$ cat src/rtl/alu_multiciclo.sv
// Registered execute-stage ALU: single-cycle add/sub/logic/compare ops and an
// iterative shift-add unsigned multiply, with a valid/ready input handshake.
module alu_multiciclo #(
    parameter  int WIDTH = 32,
    localparam int CNT_W = $clog2(WIDTH + 1)
) (
    input  logic             clk,
    input  logic             rst,
    input  logic             in_valid,
    output logic             in_ready,
    input  logic [2:0]       op,
    input  logic [WIDTH-1:0] operando1,
    input  logic [WIDTH-1:0] operando2,
    output logic             out_valid,
    output logic [WIDTH-1:0] resultado,
    output logic [WIDTH-1:0] resultado_hi,
    output logic             zero,
    output logic             carry,
    output logic             overflow,
    output logic             busy
);

    localparam logic [2:0] OP_ADD  = 3'b000;
    localparam logic [2:0] OP_SUB  = 3'b001;
    localparam logic [2:0] OP_AND  = 3'b010;
    localparam logic [2:0] OP_OR   = 3'b011;
    localparam logic [2:0] OP_XOR  = 3'b100;
    localparam logic [2:0] OP_SLT  = 3'b101;
    localparam logic [2:0] OP_SLTU = 3'b110;
    localparam logic [2:0] OP_MULU = 3'b111;

    typedef enum logic {IDLE, MUL} state_t;

    state_t           state;
    logic [WIDTH-1:0] mcand;
    logic [WIDTH-1:0] p_hi;
    logic [WIDTH-1:0] p_lo;
    logic [CNT_W-1:0] cnt;

    logic [WIDTH:0]   sum_add;
    logic [WIDTH:0]   sum_sub;
    logic [WIDTH-1:0] alu_res;
    logic             alu_c;
    logic             alu_v;
    logic [WIDTH:0]   mul_sum;
    logic [WIDTH-1:0] mul_hi_n;
    logic [WIDTH-1:0] mul_lo_n;

    assign in_ready = (state == IDLE);
    assign busy     = (state == MUL);

    always_comb begin
        sum_add = {1'b0, operando1} + {1'b0, operando2};
        sum_sub = {1'b0, operando1} + {1'b0, ~operando2} + {{WIDTH{1'b0}}, 1'b1};
        alu_res = '0;
        alu_c   = 1'b0;
        alu_v   = 1'b0;
        case (op)
            OP_ADD: begin
                alu_res = sum_add[WIDTH-1:0];
                alu_c   = sum_add[WIDTH];
                alu_v   = (operando1[WIDTH-1] == operando2[WIDTH-1]) &&
                          (sum_add[WIDTH-1] != operando1[WIDTH-1]);
            end
            OP_SUB: begin
                alu_res = sum_sub[WIDTH-1:0];
                alu_c   = sum_sub[WIDTH];
                alu_v   = (operando1[WIDTH-1] != operando2[WIDTH-1]) &&
                          (sum_sub[WIDTH-1] != operando1[WIDTH-1]);
            end
            OP_AND:  alu_res = operando1 & operando2;
            OP_OR:   alu_res = operando1 | operando2;
            OP_XOR:  alu_res = operando1 ^ operando2;
            OP_SLT:  alu_res = {{(WIDTH-1){1'b0}}, ($signed(operando1) < $signed(operando2))};
            OP_SLTU: alu_res = {{(WIDTH-1){1'b0}}, (operando1 < operando2)};
            default: alu_res = '0;
        endcase

        // Product register is {p_hi, p_lo}; the multiplier shifts out of p_lo as the product shifts in.
        mul_sum  = {1'b0, p_hi} + (p_lo[0] ? {1'b0, mcand} : {(WIDTH+1){1'b0}});
        mul_hi_n = mul_sum[WIDTH:1];
        mul_lo_n = {mul_sum[0], p_lo[WIDTH-1:1]};
    end

    always_ff @(posedge clk) begin
        if (rst) begin
            state        <= IDLE;
            cnt          <= '0;
            mcand        <= '0;
            p_hi         <= '0;
            p_lo         <= '0;
            out_valid    <= 1'b0;
            resultado    <= '0;
            resultado_hi <= '0;
            zero         <= 1'b0;
            carry        <= 1'b0;
            overflow     <= 1'b0;
        end else begin
            out_valid <= 1'b0;
            case (state)
                IDLE: begin
                    if (in_valid) begin
                        if (op == OP_MULU) begin
                            mcand <= operando1;
                            p_lo  <= operando2;
                            p_hi  <= '0;
                            cnt   <= '0;
                            state <= MUL;
                        end else begin
                            resultado    <= alu_res;
                            resultado_hi <= '0;
                            zero         <= (alu_res == '0);
                            carry        <= alu_c;
                            overflow     <= alu_v;
                            out_valid    <= 1'b1;
                        end
                    end
                end
                MUL: begin
                    p_hi <= mul_hi_n;
                    p_lo <= mul_lo_n;
                    cnt  <= cnt + CNT_W'(1);
                    if (cnt == CNT_W'(WIDTH - 1)) begin
                        resultado    <= mul_lo_n;
                        resultado_hi <= mul_hi_n;
                        zero         <= (mul_lo_n == '0);
                        carry        <= 1'b0;
                        overflow     <= (mul_hi_n != '0);
                        out_valid    <= 1'b1;
                        state        <= IDLE;
                    end
                end
                default: state <= IDLE;
            endcase
        end
    end

endmodule

$ cat config.mk
export PLATFORM = sky130hd
export DESIGN_NAME = alu_multiciclo
export DESIGN_NICKNAME = d
export VERILOG_FILES = /design/src/rtl/alu_multiciclo.sv
export SDC_FILE = /design/constraint.sdc
export NUM_CORES = 1
export LEC_CHECK = 0
export ABC_AREA = 1
export BUFFER_PORTS_ARGS = -buffer_cell sky130_fd_sc_hd__clkbuf_2
export CORE_MARGIN = 2
export CORE_UTILIZATION = 55
export DETAILED_ROUTE_END_ITERATION = 6
export HOLD_SLACK_MARGIN = 0.15
export PLACE_DENSITY = 0.82
export SYNTH_ARGS = -nofsm -noshare
export SYNTH_HDL_FRONTEND = slang
export SYNTH_SLANG_ARGS = --single-unit
$ cat constraint.sdc
create_clock -name clk -period 8.2 [get_ports clk]
set_input_delay 0.41 -clock clk [delete_from_list [all_inputs] [get_ports clk]]
set_output_delay 0.41 -clock clk [all_outputs]
set_load 0.01 [all_outputs]
Word level (Yosys, flattened, before mapping) --
Cells that the tools add are included.
Cells by class: add/subtract/negate cells 5, magnitude comparators 2, equal/unequal tests 16, multiplexer cells 41, bitwise logic cells 5, reductions and logical operators 9
Operator list (number):
- $mux W32 | 11
- $pmux W32 S2 | 4
- $pmux W32 S7 | 1
- $add A32 B32 Y33 | 3
- $logic_not A32 Y1 | 2
- $lt A32 B32 Y1 | 2
- $add A33 B1 Y33 const B | 1
- $and A32 B32 Y32 | 1
- $not A32 Y32 | 1
- $or A32 B32 Y32 | 1
- $reduce_bool A32 Y1 | 1
- $xor A32 B32 Y32 | 1
- $mux W1 | 15
- $pmux W1 S2 | 7
- $eq A3 B3 Y1 const B | 4
- $mux W6 | 2
- $pmux W6 S2 | 1
- $add A6 B1 Y6 const B | 1
- $eq A3 B2 Y1 const B | 2
- $eq A6 B5 Y1 const B | 1
- $reduce_and A3 Y1 | 2
- $ne A2 B1 Y1 const B | 2
- $ne A2 B2 Y1 const B | 2
- $eq A3 B1 Y1 const B | 1
- 6 further kinds | 9
Storage, ports and cells: bits in registers 171, input bits 70, output and inout port bits 70, word-level logic and storage cells 89

Logic depth before layout (Yosys ltp) --
depth in word-level cells 9, mapped depth 24, depth with buffers taken out 22

Worst setup path before layout --
OpenSTA, ideal clock, no wires.
path type register to register, start register p_lo[0], end register overflow, setup time 109 ps, data arrival time 2545 ps, required time 8091 ps, path slack 5546 ps, stages on the path, launching flop included 22, path buffers 2, period minus slack after synthesis 2654 ps, cell sequence dfxtp_1 -> clkbuf_1 -> clkbuf_1 -> nand2_1 -> inv_1 -> ha_1 -> fa_1 -> nand3_1 -> nand2_1 -> and2_0 -> o21ai_0 -> nand3_1 -> nand2_1 -> nand2_1 -> nor2_1 -> nand2_1 -> nor2_1 -> nand3_1 -> nand2_1 -> nand3_1 -> nand2_1 -> inv_1
On the way: word-level cells in the longest chain between the ends 5
RTL lines:
- start, declared | RTL line 37 | logic [WIDTH-1:0] p_lo;
- start signal, assigned | RTL line 105 | p_lo <= operando2;
- start signal, assigned | RTL line 121 | p_lo <= mul_lo_n;
- $mux W32 | RTL line 80 | mul_sum = {1'b0, p_hi} + (p_lo[0] ? {1'b0, mcand} : {(WIDTH+1){1'b0}});
- $add A32 B32 Y33 | RTL line 80
- $reduce_bool A32 Y1 | RTL line 128 | overflow <= (mul_hi_n != '0);
- $mux W1 | RTL line 123 | if (cnt == CNT_W'(WIDTH - 1)) begin
- $pmux W1 S2 | RTL line 100 | case (state)
- end signal, assigned | RTL line 114 | overflow <= alu_v;
- end signal, assigned | RTL line 128
- end, declared | RTL line 19 | output logic overflow,
No other way between the ends. The select of a mux whose other input is x is not followed. A chain may end at the register's enable or synchronous reset.

Final worst setup path --
Same ends and word-level chain as after synthesis.

==> flow_summary_export.csv <==
group,metric,value,unit
worst_setup_path,critPathBufInv,2,
worst_hold_path,worst_hold_path.num_cells,3,
clocking,cts.root.buffer_cell,"sky130_fd_sc_hd__clkbuf_16",
worst_setup_path,cp_max_fo,33,
synth,synth-edff-count,0,
worst_setup_path,ff2ff_path_depth,19,
global_route,initial_antenna_violation_count,0,
detailed_routing,postRouteWirelength,57540,µm
clocking,post_cts_resized,0,
clocking,clock_tree_from_tritoncts,"built",
clocking,cts.sinks,171,
clocking,clock_latency,0.43,ns
synth,syn_nets,2903,
place,place_hpwl,45090,µm
floorplanning,die-area,29570,µm²
worst_setup_path,timing.critical_path.required,8.54,ns
sta,finalHoldViolations,0,
sta,worst_slew_pin_tran,1.207,ns
synth,syn_avg_cell_area,5.781,µm²
worst_setup_path,crit_type,"reg2reg",
synth,synth.ff_latch_count,171,
sta,slew_headroom,0.1943,
clocking,postCtsHoldBufs,0,
floorplanning,num_io_pins,140,
sta,hold_slack,0.2670,ns
detailed_routing,drt-pass1-iter-count,6,
finish,n_antenna_cell,0,
worst_setup_path,worst_r2r_endpoint,"overflow",
sta,fmax,264.5,MHz
synth,synth.yosys.warnings,0,
clocking,cts_buffer_depth,2,
detailed_routing,drc,0,
synth,synth_mux_area_frac,0,
global_route,grt_max_degree,84,
floorplanning,fp.coreArea,27780,µm²
sta,rsz_0062_raised_after_global_routing,"no",
synth,ys_types,41,
clocking,postCtsSetupRepairBufs,0,
detailed_routing,routed-via-count,17880,
clocking,clkSlewWorstSetupHoldPaths,0.07,ns
worst_setup_path,setup.worst_path.start_class,"register",
worst_setup_path,cpMostUsedCell,"sky130_fd_sc_hd__nand2_1",
synth,synthArstFlopShare,0,
sta,post-route-period-util,0.4610,
place,dp_cells,3107,
worst_setup_path,critical-path-max-stage-delay,1.11,ns
floorplanning,chipWidth,172.0,µm
global_route,congestion_overflow_gr,0,
worst_setup_path,crit_cells,19,
place,port-buffer-count,139,
sta,report.final.setup_viol,0,
worst_setup_path,path_delay_family,"simple AND/OR/NAND/NOR gates",
power,vdd_drop_max,0.1260,mV
job,maxCapViolations,0,
place,gp_routability_congestion,1.039,
floorplanning,initial_core_util,0.5585,
global_route,groute.usage.overall,0.3824,
worst_setup_path,rrSetupSlack,4.42,ns
floorplanning,floorplan.rows,61,
synth,synth_ff_type,"sky130_fd_sc_hd__dfxtp_1",
worst_setup_path,critical_path.reg2reg.startpoint,"p_lo[0]",
finish,finish.net_count,2967,
detailed_routing,route.antenna.remaining_nets,0,
worst_setup_path,arrival_time_of_the_worst_setup_path,4.12,ns
synth,synth.area.top_cells,"sky130_fd_sc_hd__dfxtp_1, sky130_fd_sc_hd__nand2_1, sky130_fd_sc_hd__ha_1",
sta,clock-skew-final,0.01646,ns
synth,yosys.area_share.xor_xnor,0.009595,
power,post-layout-total-power,2.355,mW
global_route,first_global_vias,15830,
synth,main_combinational_cell_family_by_area_after_synthesis,"simple AND/OR/NAND/NOR gates",
synth,synth-simple-area-share,0.3615,
worst_hold_path,hold_path_end,"p_lo[24]",
synth,instance_count_of_the_mapped_netlist,2684,
synth,synth_fa_ha_area_frac,0.1216,
floorplanning,chipHeight,172.0,µm
finish,drive_gt1_frac,0.07355,
synth,cell_taking_the_most_area_after_synthesis,"sky130_fd_sc_hd__dfxtp_1",
worst_hold_path,min-delay-start,"operando2[24]",
synth,synth-seq-area-share,0.2206,
sta,finalCriticalPeriod,3.781,ns
synth,netlist.area_leader.share,0.2206,
place,dp_slack,4.506,ns
status,status,"complete, no violations",
detailed_routing,vias_per_cell,5.698,
sta,finalWorstSetupSlack,4.419,ns
detailed_routing,initialDrtViolationCount,2015,
finish,stdcell_count,3138,
worst_hold_path,worst_hold_path_type,"in2reg",
worst_setup_path,timing.critical_path.to_type,"register",
power,powerDensity,139.1,nW/µm²
power,static_leakage,9.074,nW
sta,timing.setup.tns,0,ns
detailed_routing,drt-wirelength-per-cell,18.34,µm
clocking,cts_htree_levels,4,
finish,area.growth.synth_to_final,9.055,%
synth,syn_area,15520,µm²
clocking,number_of_buffers_added_by_the_clock_tree_synthesis_step,17,
synth,synth_compound_gate_area_share,0.1583,
worst_setup_path,crit_path_cells,"nand2_1, inv_1, ha_1, a21oi_1, nand2_1, nand2_1, nand2_1, nand2_1, nand2_1, xnor2_1, nand2_1, nor2_1, nand2_1, nor2_1, nand3_1, nand2_1, nand3_1, nand2_1, inv_1",
worst_setup_path,slowest_stage,"sky130_fd_sc_hd__dfxtp_1",
sta,slew_violations,0,
global_route,grt_first_pass_wirelength,87130,µm
==> worst max path at each step <==
| stage | startpoint | end | slack, ns |
|---|---|---|---|
| after floorplan | p_lo[0] | overflow | 5.55 |
| after global placement | p_lo[0] | overflow | 4.55 |
| after detailed placement | p_lo[0] | overflow | 4.51 |
| after CTS | p_lo[0] | overflow | 4.49 |
| after global routing | p_lo[0] | overflow | 4.11 |
| final | p_lo[0] | overflow | 4.42 |
==> cell families (layout without fill, tap and decap cells) <==
family,after synthesis,count (layout)
AND/OR/NAND/NOR,1381,1381
buffers and inverters,518,594
AO/OA/AOI/OAI,448,448
flip-flops,171,171
adder cells (fa/ha/maj),149,149
XOR/XNOR,17,17
==> worst reg2reg max path: stages, from the launching register on <==
cell,delay (ns)
sky130_fd_sc_hd__dfxtp_1,1.11
sky130_fd_sc_hd__nand2_1,0.13
sky130_fd_sc_hd__inv_1,0.10
sky130_fd_sc_hd__ha_1,0.28
sky130_fd_sc_hd__a21oi_1,0.17
sky130_fd_sc_hd__nand2_1,0.20
sky130_fd_sc_hd__nand2_1,0.12
sky130_fd_sc_hd__nand2_1,0.16
sky130_fd_sc_hd__nand2_1,0.10
sky130_fd_sc_hd__nand2_1,0.15
sky130_fd_sc_hd__xnor2_1,0.29
sky130_fd_sc_hd__nand2_1,0.09
sky130_fd_sc_hd__nor2_1,0.14
sky130_fd_sc_hd__nand2_1,0.07
sky130_fd_sc_hd__nor2_1,0.19
sky130_fd_sc_hd__nand3_1,0.11
sky130_fd_sc_hd__nand2_1,0.06
sky130_fd_sc_hd__nand3_1,0.08
sky130_fd_sc_hd__nand2_1,0.11
sky130_fd_sc_hd__inv_1,0.04
==> state kept, by name, indices dropped and copies added (netlist names) <==
signal,count
out_valid,1
p_lo,32
carry,1
zero,1
busy,1
resultado_hi,32
mcand,32
cnt,6
p_hi,32
resultado,32
overflow,1
==> placed cells by master (no fill, tap or decap), types with 4 or more instances in the layout <==
cell type                    instances
sky130_fd_sc_hd__a21oi_1           221
sky130_fd_sc_hd__a221oi_1           25
sky130_fd_sc_hd__a31oi_1            32
sky130_fd_sc_hd__and2_1              4
sky130_fd_sc_hd__and3_1              4
sky130_fd_sc_hd__buf_4               6
sky130_fd_sc_hd__clkbuf_16          17
sky130_fd_sc_hd__clkbuf_2          138
sky130_fd_sc_hd__clkinvlp_4          4
sky130_fd_sc_hd__dfxtp_1           170
sky130_fd_sc_hd__ha_1              146
sky130_fd_sc_hd__inv_1             409
sky130_fd_sc_hd__inv_2               9
sky130_fd_sc_hd__nand2_1           862
sky130_fd_sc_hd__nand3_1           175
sky130_fd_sc_hd__nand4_1            23
sky130_fd_sc_hd__nor2_1            256
sky130_fd_sc_hd__nor2_2              4
sky130_fd_sc_hd__nor2_4              4
sky130_fd_sc_hd__nor3_1             24
sky130_fd_sc_hd__nor4_1              9
sky130_fd_sc_hd__o21ai_0           129
sky130_fd_sc_hd__o21bai_1           14
sky130_fd_sc_hd__o22ai_1            18
sky130_fd_sc_hd__or2_2               6
sky130_fd_sc_hd__xnor2_1             5
sky130_fd_sc_hd__xor2_1             12
==> power breakdown <==
part           internal (mW)  switching, mW  total, mW  leakage (nW)
Clock                  0.487          0.348      0.835         0.276
Sequential             0.862         0.0220      0.884          1.39
Combinational          0.182          0.454      0.636          7.41
==> synth_stat cells, types with 5 or more instances <==
library cell,instances
sky130_fd_sc_hd__nand2_1,862
sky130_fd_sc_hd__inv_1,411
sky130_fd_sc_hd__nor2_1,259
sky130_fd_sc_hd__a21oi_1,221
sky130_fd_sc_hd__nand3_1,175
sky130_fd_sc_hd__dfxtp_1,171
sky130_fd_sc_hd__ha_1,146
sky130_fd_sc_hd__o21ai_0,129
sky130_fd_sc_hd__clkbuf_1,52
sky130_fd_sc_hd__a31oi_1,32
sky130_fd_sc_hd__buf_2,32
sky130_fd_sc_hd__a221oi_1,25
sky130_fd_sc_hd__nor3_1,24
sky130_fd_sc_hd__nand4_1,23
sky130_fd_sc_hd__o22ai_1,18
sky130_fd_sc_hd__o21bai_1,14
sky130_fd_sc_hd__buf_1,13
sky130_fd_sc_hd__xor2_1,12
sky130_fd_sc_hd__nor4_1,9
sky130_fd_sc_hd__inv_2,8
sky130_fd_sc_hd__or2_2,6
sky130_fd_sc_hd__xnor2_1,5
==> metrics by stage <==
stage,util,instance area [µm²]
after CTS,0.6091,16920
after detailed placement,0.5878,16330
after global routing,0.6091,16920
after floorplan,-,15520
final,0.6091,16920
after global placement,0.5878,16330
==> area by class of cell <==
class                      count  area, µm²
tap                          378      473.0
clock inverter                10      142.6
multi-input combinational   1995      10120
timing repair buffer         144      735.7
fill                        2863      10860
sequential                   171       3425
inverter                     419       1573
clock buffer                  21      450.4
==> routing by layer <==
layer	track usage	up-vias	part of all wire
met5	0	-	0
met4	0.1655	0	0.047
met3	0.07279	143	0.10
met2	0.5865	995	0.42
met1	0.5227	8088	0.43
li1	-	8655	-
Power figures use the tool's default switching activity.
